**config.mk**
```make
export PLATFORM = sky130hd
export DESIGN_NAME = hdlc_tx_channel
export DESIGN_NICKNAME = d
export VERILOG_FILES = /design/src/rtl/hdlc_tx_channel.sv
export SDC_FILE = /design/constraint.sdc
export NUM_CORES = 1
export LEC_CHECK = 0
export ABC_AREA = 0
export CAP_MARGIN = 20
export CORE_MARGIN = 4
export CORE_UTILIZATION = 51
export CTS_BUF_LIST = sky130_fd_sc_hd__clkbuf_4 sky130_fd_sc_hd__clkbuf_8 sky130_fd_sc_hd__clkbuf_16
export DETAILED_ROUTE_END_ITERATION = 10
export GPL_TIMING_DRIVEN = 0
export PLACE_DENSITY = 0.75
export SYNTH_ARGS = -nofsm -noshare
export SYNTH_HDL_FRONTEND = slang
export SYNTH_SLANG_ARGS = --single-unit
```
**constraint.sdc**
```tcl
create_clock -name Clk -period 2.2 [get_ports Clk]
set_input_delay 0.44 -clock Clk [delete_from_list [all_inputs] [get_ports Clk]]
set_output_delay 0.44 -clock Clk [all_outputs]
set_load 0.05 [all_outputs]
```
**src/rtl/hdlc_tx_channel.sv**
```systemverilog
// hdlc_tx_channel
//   Transmit side of the HDLC link. Payload bytes enter through a one-byte
//   valid/ready holding register and go out LSB first at one bit per Clk.
//   Each frame is wrapped in opening and closing flags. A zero is inserted
//   after every five consecutive data ones. The abort pattern is sent when
//   requested, or when the holding register is empty at a byte boundary.
//
// Ports
//   Clk, Rst        clock, asynchronous active-low reset
//   TxEN            channel enable; low forces IDLE and flushes the holding reg
//   TxData/TxLast   payload byte and end-of-frame marker, qualified by TxValid
//   TxValid/TxReady byte handshake into the holding register
//   TxAbort         abort request (honoured in OPEN_FLAG and DATA)
//   Tx              registered serial line bit
//   Busy            state is not IDLE
//   FrameDone       pulse: closing flag completed
//   Aborted         pulse: abort pattern completed
//   Underrun        pulse: abort entered because the holding register was empty
module hdlc_tx_channel #(
    parameter logic [7:0] FLAG  = 8'h7E,
    parameter logic [7:0] ABORT = 8'hFE
) (
    input  logic       Clk,
    input  logic       Rst,
    input  logic       TxEN,
    input  logic [7:0] TxData,
    input  logic       TxValid,
    input  logic       TxLast,
    output logic       TxReady,
    input  logic       TxAbort,
    output logic       Tx,
    output logic       Busy,
    output logic       FrameDone,
    output logic       Aborted,
    output logic       Underrun
);

    typedef enum logic [2:0] {
        StIdle,
        StOpenFlag,
        StData,
        StCloseFlag,
        StAbort
    } txState_e;

    txState_e   state, stateNxt;
    logic [2:0] bitIdx, bitIdxNxt;   // index of the bit currently on Tx
    logic       stuff, stuffNxt;     // current Tx bit is an inserted zero
    logic [2:0] onesCnt, onesNxt;    // consecutive data ones already sent
    logic [7:0] shReg;               // byte being serialized
    logic       curLast;             // TxLast of the byte being serialized
    logic [7:0] holdData;
    logic       holdLast;
    logic       holdFull;
    logic       txReg, txNxt;
    logic       frameDoneNxt, abortedNxt, underrunNxt;
    logic       loadHold, flushHold;
    logic       advance, byteEnd;
    logic [2:0] idxInc;
    logic [2:0] onesInc;
    logic       accept;

    assign TxReady = TxEN && !holdFull && (state != StAbort);
    assign accept  = TxValid && TxReady;
    assign Busy    = (state != StIdle);
    assign Tx      = txReg;

    always_comb begin
        stateNxt     = state;
        bitIdxNxt    = bitIdx;
        stuffNxt     = 1'b0;
        onesNxt      = onesCnt;
        txNxt        = txReg;
        frameDoneNxt = 1'b0;
        abortedNxt   = 1'b0;
        underrunNxt  = 1'b0;
        loadHold     = 1'b0;
        flushHold    = 1'b0;
        advance      = 1'b0;
        byteEnd      = 1'b0;
        idxInc       = bitIdx + 3'd1;
        onesInc      = shReg[bitIdx] ? onesCnt + 3'd1 : 3'd0;

        case (state)
            StIdle: begin
                txNxt = 1'b1;
                if (holdFull) begin
                    stateNxt  = StOpenFlag;
                    bitIdxNxt = 3'd0;
                    txNxt     = FLAG[0];
                    onesNxt   = 3'd0;
                end
            end
            StOpenFlag: begin
                if (bitIdx == 3'd7) begin
                    byteEnd = 1'b1;
                end else begin
                    bitIdxNxt = idxInc;
                    txNxt     = FLAG[idxInc];
                end
            end
            StData: begin
                // After an inserted zero the bit index resumes where it left off.
                if (stuff) begin
                    advance = 1'b1;
                end else if (onesInc == 3'd5) begin
                    stuffNxt = 1'b1;
                    txNxt    = 1'b0;
                    onesNxt  = 3'd0;
                end else begin
                    onesNxt = onesInc;
                    advance = 1'b1;
                end
            end
            StCloseFlag: begin
                if (bitIdx == 3'd7) begin
                    frameDoneNxt = 1'b1;
                    if (holdFull) begin
                        // Back-to-back frames get their own opening flag.
                        stateNxt  = StOpenFlag;
                        bitIdxNxt = 3'd0;
                        txNxt     = FLAG[0];
                        onesNxt   = 3'd0;
                    end else begin
                        stateNxt = StIdle;
                        txNxt    = 1'b1;
                    end
                end else begin
                    bitIdxNxt = idxInc;
                    txNxt     = FLAG[idxInc];
                end
            end
            StAbort: begin
                if (bitIdx == 3'd7) begin
                    abortedNxt = 1'b1;
                    stateNxt   = StIdle;
                    txNxt      = 1'b1;
                end else begin
                    bitIdxNxt = idxInc;
                    txNxt     = ABORT[idxInc];
                end
            end
            default: begin
                stateNxt = StIdle;
                txNxt    = 1'b1;
            end
        endcase

        if (advance) begin
            if (bitIdx == 3'd7) begin
                byteEnd = 1'b1;
            end else begin
                bitIdxNxt = idxInc;
                txNxt     = shReg[idxInc];
            end
        end

        // Byte boundary: continue with the held byte, close, or underrun.
        if (byteEnd) begin
            bitIdxNxt = 3'd0;
            if (holdFull) begin
                stateNxt = StData;
                txNxt    = holdData[0];
                loadHold = 1'b1;
            end else if (state == StData && curLast) begin
                stateNxt = StCloseFlag;
                txNxt    = FLAG[0];
                onesNxt  = 3'd0;
            end else begin
                stateNxt    = StAbort;
                txNxt       = ABORT[0];
                onesNxt     = 3'd0;
                underrunNxt = 1'b1;
                flushHold   = 1'b1;
            end
        end

        // An abort request wins over the byte-boundary decision but keeps any
        // underrun indication raised on the same edge.
        if (TxAbort && (state == StOpenFlag || state == StData)) begin
            stateNxt  = StAbort;
            bitIdxNxt = 3'd0;
            stuffNxt  = 1'b0;
            txNxt     = ABORT[0];
            onesNxt   = 3'd0;
            loadHold  = 1'b0;
            flushHold = 1'b1;
        end

        // Disable drops everything silently.
        if (!TxEN) begin
            stateNxt     = StIdle;
            bitIdxNxt    = 3'd0;
            stuffNxt     = 1'b0;
            onesNxt      = 3'd0;
            txNxt        = 1'b1;
            loadHold     = 1'b0;
            flushHold    = 1'b1;
            frameDoneNxt = 1'b0;
            abortedNxt   = 1'b0;
            underrunNxt  = 1'b0;
        end
    end

    always_ff @(posedge Clk or negedge Rst) begin
        if (!Rst) begin
            state     <= StIdle;
            bitIdx    <= 3'd0;
            stuff     <= 1'b0;
            onesCnt   <= 3'd0;
            shReg     <= 8'd0;
            curLast   <= 1'b0;
            holdData  <= 8'd0;
            holdLast  <= 1'b0;
            holdFull  <= 1'b0;
            txReg     <= 1'b1;
            FrameDone <= 1'b0;
            Aborted   <= 1'b0;
            Underrun  <= 1'b0;
        end else begin
            state     <= stateNxt;
            bitIdx    <= bitIdxNxt;
            stuff     <= stuffNxt;
            onesCnt   <= onesNxt;
            txReg     <= txNxt;
            FrameDone <= frameDoneNxt;
            Aborted   <= abortedNxt;
            Underrun  <= underrunNxt;
            if (loadHold) begin
                shReg   <= holdData;
                curLast <= holdLast;
            end
            if (accept) begin
                holdData <= TxData;
                holdLast <= TxLast;
            end
            if (flushHold || loadHold) begin
                holdFull <= 1'b0;
            end else if (accept) begin
                holdFull <= 1'b1;
            end
        end
    end

endmodule

```
==> flow_summary.json <==
{
  "syn_to_final_growth_pct": 26.5,
  "gp_congestion": 0.974,
  "die_y_um": 71.8,
  "dp_slack_ns": -0.464,
  "synth_cell_types": 57,
  "drive_gt1_frac": 0.327,
  "clk_latency_ns": 0.29,
  "dp_hpwl_um": 3490,
  "drv_slew": 0,
  "clock_sinks": 33,
  "ir_worst_vdd_mv": 0.384,
  "routedWlPerCell_um": 18.0,
  "crit_type": "flip-flop to flip-flop",
  "syn_area_per_cell_um2": 9.98,
  "grt_use_total": 0.214,
  "antenna_found_initial": 0,
  "grt_pass1_vias": 1697,
  "layout.nets": 265,
  "ant_nets": 0,
  "skew_ns": 0.00444,
  "die_w_um": 71.8,
  "port-buffer-count": 19,
  "critPathMaxFanout": 7,
  "cts-root-buf": "clkbuf_8",
  "cts_tree": "yes",
  "cts_buffers": 5,
  "setup_tns_ns": 0,
  "dr.pass1.iters": 4,
  "io_pins": 20,
  "fillCellCount": 303,
  "min_path_type": "primary input to async pin",
  "status": "finished clean",
  "htree_levels": 2,
  "syn_inst": 208,
  "p_per_area_mw_per_mm2": 578,
  "period_share": 0.986,
  "start_util": 0.546,
  "whs_ns": 0.210,
  "hold_buffers": 0,
  "synthesis.area_mm2": 0.00208,
  "rsz0062_at_grt": "true",
  "async_reset_ff_frac": 1.00,
  "critPathCaptureType": "flip-flop",
  "clk_pin_slew_ns": 0.07,
  "synth_edf_count": 0,
  "syn_nets": 228,
  "start_kind": "flip-flop",
  "max-clock-path-buffers": 2,
  "relSlewSlack": 0.508,
  "fin_util": 0.691,
  "grt_use_met2": 0.324,
  "busiest_layer": "met2",
  "p_total_uw": 1520,
  "cp.required_ns": 2.37,
  "synth-main-ff-cell": "dfrtp_1",
  "viasPerCell": 6.17,
  "drc": 0,
  "period_needed_ns": 2.17,
  "synth-warning-count": 0,
  "rows": 22,
  "grt_util_met3": 0.0393,
  "drtIter0Drc": 199,
  "n_antenna_cell": 0,
  "grt_pass1_wl_um": 8490,
  "worst-slew-pin-transition_ns": 0.738,
  "via_count": 1808,
  "wirelength_um": 5260,
  "grt_overflow_total": 0,
  "grt_start_max_net_pins": 34,
  "arrival_ns": 2.34,
  "worst_slack_ns": 0.0317,
  "core_area_mm2": 0.00380,
  "die_area_mm2": 0.00515,
  "p_leak_uw": 0.00110,
  "seq_area_frac_synth": 0.398,
  "setup_viol": 0,
  "use_met1": 0.301,
  "fmax_ghz": 0.461,
  "drv_cap": 0,
  "finalHoldViolCount": 0,
  "synth_seq_cells": 33
}
synthesized netlist by cell type, types with 2 or more instances:
| cell type | n | area share |
|---|---|---|
| and3_1 | 4 | 0.012 |
| nor3_1 | 4 | 0.0096 |
| a21oi_1 | 9 | 0.022 |
| inv_1 | 6 | 0.011 |
| dfrtp_1 | 32 | 0.39 |
| and2b_2 | 2 | 0.0084 |
| ha_1 | 6 | 0.036 |
| mux4_2 | 2 | 0.022 |
| o21a_1 | 2 | 0.0072 |
| clkbuf_1 | 7 | 0.013 |
| nor2_1 | 14 | 0.025 |
| a22oi_1 | 2 | 0.0072 |
| o22ai_1 | 2 | 0.0060 |
| nand2_1 | 19 | 0.034 |
| mux2i_1 | 4 | 0.019 |
| a211oi_1 | 4 | 0.014 |
| a21o_1 | 2 | 0.0072 |
| o211ai_1 | 2 | 0.0072 |
| buf_2 | 2 | 0.0048 |
| o21ai_0 | 11 | 0.027 |
| mux2_2 | 18 | 0.098 |
| nand2b_1 | 4 | 0.012 |
| nor2b_1 | 7 | 0.021 |
| a221oi_1 | 3 | 0.013 |
| and3_2 | 2 | 0.0072 |
| nand3_1 | 6 | 0.014 |
| nand4b_1 | 2 | 0.0084 |
report_power, final:
group	switching (uW)	total (uW)	leakage, uW	internal [uW]
clock	226	473	0.0000433	247
combinational	190	351	0.000629	160
sequential	35.0	694	0.000431	659
cell families after synthesis:
family / Yosys count / share of synthesized area
muxes: 24 / 0.139
AOI/OAI and AO/OA: 54 / 0.196
adders and majority gates: 6 / 0.0362
buffers and inverters: 17 / 0.0356
xor gates and xnor gates: 1 / 0.00422
and+or+nand+nor: 73 / 0.191
DFF: 33 / 0.398
layer usage:
metal	part of all wire	routed length [um]
met4	0.011	59
met5	0	0
met3	0.069	364
met1	0.44	2340
met2	0.47	2500
sequential cells by signal, summed over array words and instances, names as in the netlist:
| register | cells |
|---|---|
| holdData | 8 |
| holdLast | 1 |
| state | 3 |
| Tx | 1 |
| stuff | 1 |
| onesCnt | 3 |
| curLast | 1 |
| holdFull | 1 |
| bitIdx | 3 |
| shReg | 8 |
| Underrun | 1 |
| FrameDone | 1 |
| Aborted | 1 |
repair_timing:
action | in CTS | in global routing
buffers inserted | 7 | 4
setup endpoints to repair | 18 | 31
pin swaps | 3 | 3
resized for setup | 23 | 18
gates cloned | 1 | 0
worst paths after layout:
check / cells past startpoint / endpoint / slack, ns / startpoint
hold / removal: 1 / holdData[6] / 0.21 / Rst
min in group Clk: 1 / holdData[6] / 0.50 / holdData[6]
max in group asynchronous: 1 / bitIdx[2] / 1.48 / Rst
hold reg to reg: 1 / holdData[6] / 0.50 / holdData[6]
setup / recovery: 7 / shReg[0] / 0.03 / bitIdx[1]
setup reg to reg: 7 / shReg[0] / 0.03 / bitIdx[1]
cells in the final DEF (no fill, tap or decap), types with 2 or more instances in the layout:
cell,netlist,final
ha_1,6,2
o21a_1,2,2
o21ai_0,11,11
and3_2,2,2
o22ai_1,2,2
and3_1,4,4
buf_4,0,10
mux4_2,2,2
mux2_2,18,18
inv_1,6,6
a22oi_1,2,2
o211ai_1,2,2
dfrtp_1,32,29
mux2i_1,4,2
a211oi_1,4,4
a221oi_1,3,2
clkbuf_8,0,6
nand2b_1,4,4
nand4b_1,2,2
clkdlybuf4s50_1,0,16
clkbuf_2,0,5
buf_2,2,5
a21oi_1,9,9
nor2_1,14,12
nand2_1,19,17
and2b_2,2,2
ha_4,0,3
nor3_1,4,4
nand3_1,6,6
nor2b_1,7,7
dfrtp_2,0,3
mux2i_2,0,2
a21o_1,2,2
layout make-up:
cell class,count,area (um2),share of cell area
clock buffer,6,82.6,0.0315
inverter,7,26.3,0.0100
timing repair buffer,31,303,0.115
sequential,33,831,0.316
clock inverter,1,7.51,0.00286
buffer,9,50.0,0.0191
tap,48,60.1,0.0229
multi-input combinational,158,1260,0.482
per-stage QoR:
step                std cells  cell area, um2
floorplan                 208            2080
global placement          275            2330
detailed placement        275            2320
CTS                       289            2530
global route              293            2630
finish                    293            2630
worst max-delay path, stage by stage (launching register included):
cell,delay (ns)
dfrtp_2,0.46
and2b_2,0.23
a221oi_4,0.42
and4b_2,0.34
nor4_4,0.06
buf_4,0.15
buf_12,0.13
mux2_2,0.27
Note: power is estimated with default switching activity, not from simulation.
==> RTL edit 1, RTL diff (config.mk and constraints unchanged) <==
Change the parameter `ABORT` from 8'hFE to 8'hBE.
--- a/src/rtl/hdlc_tx_channel.sv
+++ b/src/rtl/hdlc_tx_channel.sv
@@ -20,3 +20,3 @@
     parameter logic [7:0] FLAG  = 8'h7E,
-    parameter logic [7:0] ABORT = 8'hFE
+    parameter logic [7:0] ABORT = 8'hBE
 ) (
Function: changed (Yosys sat finds a counterexample within 10 cycles, from zero or initial values and one cycle with Rst low).
==> RTL edit 1 against the unedited design <==
- final area down 5.3%
- worst hold slack worse by 0.0083 ns
- area after synthesis down 0.18%
- power down 0.54%
- critical endpoint unchanged
- utilization down 3.7 points
- combinational power down 33%
- setup slack better by 0.053 ns
- via count down 9.7%
- routed wire length down 18%
- sequential cell count unchanged
==> RTL edit 1: results (changes against the unedited design) <==
| Metric | Value |
|---|---|
| Vias per inst | `5.770 (-6.5%)` |
| Final wirelength | `4338 um (-18%)` |
| GP Congestion | `0.9232 (-5.2%)` |
| Largest cells by area after synthesis | `dfrtp_1, mux2_4, mux2_2` |
| Sequential fraction of the synthesis area | `0.3992 (+0.0007218)` |
| Sw power | `0.3675 mW (-19%)` |
| Critical Path Slowest Stage Cell | `dfrtp_1` |
| Xor-xnor portion of the synthesized cell area | `0.008454 (+0.004235)` |
| Vias in the first global route | `1623 (-4.4%)` |
| Worst path max stage delay | `0.38 ns (-0.08 ns)` |
| Largest delay contributor family on the critical path | `multiplexers` |
| Post-CTS Setup Inserts | `1 (-6)` |
| Share of layout cells above drive strength 1 | `0.2468 (-0.07972)` |
| Final Skew | `0.004280 ns (-0.0001571 ns)` |
| Fillers | `316 (+4.3%)` |
| Post-DP HPWL | `3247 um (-7.0%)` |
| Pleak | `1.075 nW (-2.6%)` |
| PortBufs | `18 (-1)` |
| Clock buf/inv share | `0.04834 (+0.01402)` |
| Peak supply drop | `0.0004264 V (+11%)` |
| Status | `finished, final reports clean` |
| Compound-Gate Fraction of Synth Area | `0.1612 (-0.03467)` |
| Overall Global Routing Usage | `0.1853 (-0.02852)` |
| Met1 WL | `2010 um (-14%)` |
| Most common library cells after synthesis | `dfrtp_1, nand2_1, nor2_1` |
| Adder-cell share of the synthesized area | `0.03623 (+0.00006552)` |
| Comb_multi_in | `153 (-3.2%)` |
| Rel. slew slack | `0.5199 (+0.01159)` |
| Nets@finish | `254 (-4.2%)` |
RTL edit 1: power by group through the flow:
| stage | sequential, mW | clock, mW | combinational, mW |
|---|---|---|---|
| detailed placement | 0.690 | 0 | 0.238 |
| floorplan | 0.689 | 0 | 0.155 |
| global placement | 0.686 | 0 | 0.236 |
| finish | 0.682 | 0.591 | 0.236 |
| global route | 0.689 | 0.631 | 0.258 |
| CTS | 0.679 | 0.605 | 0.238 |
RTL edit 1: metrics by stage:
step	cell area (um^2)	TNS, ns	utilization	instances	setup WS (ns)
6_report	2485	0	0.6542	283	0.08460
5_1_grt	2485	-0.006623	0.6542	283	-0.006623
4_1_cts	2456	-0.04299	0.6466	282	-0.04299
3_5_place_dp	2307	-3.126	0.6074	274	-0.3703
3_3_place_gp	2312	-3.074	0.6087	274	-0.3499
2_1_floorplan	2072	0	-	208	0.03564
RTL edit 1: routing by layer:
metal,up-vias,GRT usage
met5,-,0
met4,0,0.09186
met3,12,0.04628
met2,57,0.2816
met1,757,0.2456
li1,807,-
==> RTL edit 2, RTL diff (same settings) <==
Without the edit above. Re-encode `txState_e` (5 states) as one-hot, 5 bits wide.
--- a/src/rtl/hdlc_tx_channel.sv
+++ b/src/rtl/hdlc_tx_channel.sv
@@ -37,8 +37,8 @@
 
-    typedef enum logic [2:0] {
-        StIdle,
-        StOpenFlag,
-        StData,
-        StCloseFlag,
-        StAbort
+    typedef enum logic [4:0] {
+        StIdle      = 5'b00001,
+        StOpenFlag  = 5'b00010,
+        StData      = 5'b00100,
+        StCloseFlag = 5'b01000,
+        StAbort     = 5'b10000
     } txState_e;
Behaviour: same outputs for any inputs over 10 cycles, from zero or initial values and one cycle with Rst low; not proved beyond that.
==> RTL edit 2 against the unedited design <==
- critical path depth up 1
- power grew 19%
- sequential cell count increased by 2
- area after synthesis up 2.2%
- routed wire length fell by 17%
- clock skew grew 0.0018 ns
- final area decreased by 3.9%
- setup slack gained 0.021 ns
==> RTL edit 2: results (changes against the unedited design) <==
| Metric | Value |
|---|---|
| Fillers | `325 (+7.3%)` |
| Placed cells | `272 (-1.1%)` |
| Distinct cell type count after synthesis | `52 (-8.8%)` |
| Peak supply drop | `0.0004367 V (+14%)` |
| Initial antenna violation count | `0 (unchanged)` |
| Avg Inst Size Synth | `10.40 um^2 (+4.2%)` |
| Final Non-Filler Cells | `281 (-4.1%)` |
| Skew-Pair Late Insertion Delay | `approximately 0.28 ns` |
| Drt first pass iters | `4 (unchanged)` |
| Routed vias | `1648 (-8.8%)` |
| GP Congestion | `0.8667 (-11%)` |
| Largest cells by area after synthesis | `dfrtp_1, mux2_4, mux2_2` |
| Largest regs | `holdData: 8 flops, shReg: 8 flops, state: 5 flops` |
| First-pass GRT wire length | `7486 um (-12%)` |
| Initial drt markers | `83 (-58%)` |
| Overall Global Routing Usage | `0.1825 (-0.03136)` |
| Status | `finished, final reports clean` |
| Clock Tree Buf Depth | `2 (unchanged)` |
| Post-DP HPWL | `3148 um (-9.9%)` |
| Pre-CTS setup slack | `-0.2528 ns (+0.2117 ns)` |
| Final Max Tran Viols | `0 (unchanged)` |
| GR Util met1 | `0.2498 (-0.05119)` |
| Rel. slew slack | `0.4977 (-0.01056)` |
| CTS Buf Count | `5 (unchanged)` |
| Final Skew | `0.006188 ns (+0.001751 ns)` |
| Critical Path Slowest Stage Cell | `dfrtp_1` |
| Net Count, Synth | `223 (-2.2%)` |
| Worst path max stage delay | `0.35 ns (-0.11 ns)` |
| Share of layout cells above drive strength 1 | `0.2900 (-0.03649)` |
| H-tree Lvls | `2 (unchanged)` |
| PortBufs | `18 (-1)` |
| Nets@finish | `249 (-6.0%)` |
| Synth Warn # | `0 (unchanged)` |
| Sequential fraction of the synthesis area | `0.4142 (+0.01573)` |
| Final wirelength | `4392 um (-17%)` |
| Root Buffer | `clkbuf_8` |
| M3 GR Usage | `0.04571 (+0.006436)` |
| Most common library cells after synthesis | `dfrtp_1, nor2_1, a21oi_1, nand2_1, mux2_2` |
| Largest net degree at the start of global routing | `36 (+5.9%)` |
| Met2 GRT Util | `0.2791 (-0.04542)` |
| Pleak | `1.077 nW (-2.4%)` |
| Crit Path Max Fanout | `10 (+3)` |
RTL edit 2: changes by cell type in the layout (fill, tap and decap cells not counted), moves of 3 or more:
cell,change
a21oi_1,+3
clkbuf_2,-3
mux2_2,-7
mux2_4,+9
o21ai_0,-3
nor4_1,+3
buf_4,-7
and3b_1,+3
nand2_1,-6
buf_2,+3
nor2b_1,-3
nand3_1,-3
nor2_1,+5
RTL edit 2: final timing paths:
check / startpoint / end / slack, ns / cells past startpoint
max: state[2]$_DFFE_PN0P_ / shReg[3]$_DFFE_PN0P_ / 0.05 / 8
min: Rst / state[1]$_DFFE_PN0P_ / 0.22 / 1
max reg2reg: state[2]$_DFFE_PN0P_ / shReg[3]$_DFFE_PN0P_ / 0.05 / 8
min reg2reg: holdData[5]$_DFFE_PN0P_ / shReg[5]$_DFFE_PN0P_ / 0.51 / 1
max in group asynchronous: Rst / bitIdx[1]$_DFF_PN0_ / 1.44 / 1
min in group Clk: TxEN / state[0]$_DFFE_PN1P_ / 0.46 / 2
RTL edit 2: cell type report:
| type | instances | share of cell area |
|---|---|---|
| clock inverters | 1 | 0.001983 |
| plain buffers | 11 | 0.02925 |
| multi-input cells | 149 | 0.4769 |
| flip-flops and latches | 35 | 0.3490 |
| inverters | 7 | 0.01041 |
| clock buffers | 7 | 0.03322 |
| well taps | 50 | 0.02479 |
| repair buffers | 21 | 0.07437 |
RTL edit 2: repair_timing:
item | CTS | global route
gates resized for setup | 17 | 14
setup buffers | 0 | 3
setup endpoints to repair | 24 | 16
pin swaps | 1 | 2
RTL edit 2: logic make-up after synthesis:
kind of cell	after synthesis	synth area share
simple gates	71	0.1906
compound gates	43	0.1422
flops	35	0.4142
mux	26	0.1622
buf+inv	20	0.04484
fa+ha+maj	5	0.02950
xor+xnor	4	0.01652
RTL edit 2: power breakdown:
part	switching, mW	internal [mW]	total (mW)
Combinational	0.351	0.234	0.585
Clock	0.221	0.247	0.467
Sequential	0.0414	0.713	0.754
RTL edit 2: metal layers:
layer | vias up | share of wire
li1 | 793 | -
met5 | - | 0
met2 | 54 | 0.47
met4 | 0 | 0.016
met1 | 793 | 0.46
met3 | 8 | 0.051
RTL edit 2: per-stage QoR:
step           TNS (ns)  power, mW  hold WS, ns  instance area [um^2]
2_1_floorplan         0      1.190       0.1444                  2121
3_3_place_gp     -4.688      1.338       0.4843                  2364
3_5_place_dp     -3.294      1.347       0.4917                  2359
4_1_cts               0      1.813       0.2467                  2475
5_1_grt         -0.1690      1.924       0.2769                  2524
6_report              0      1.806       0.2154                  2524
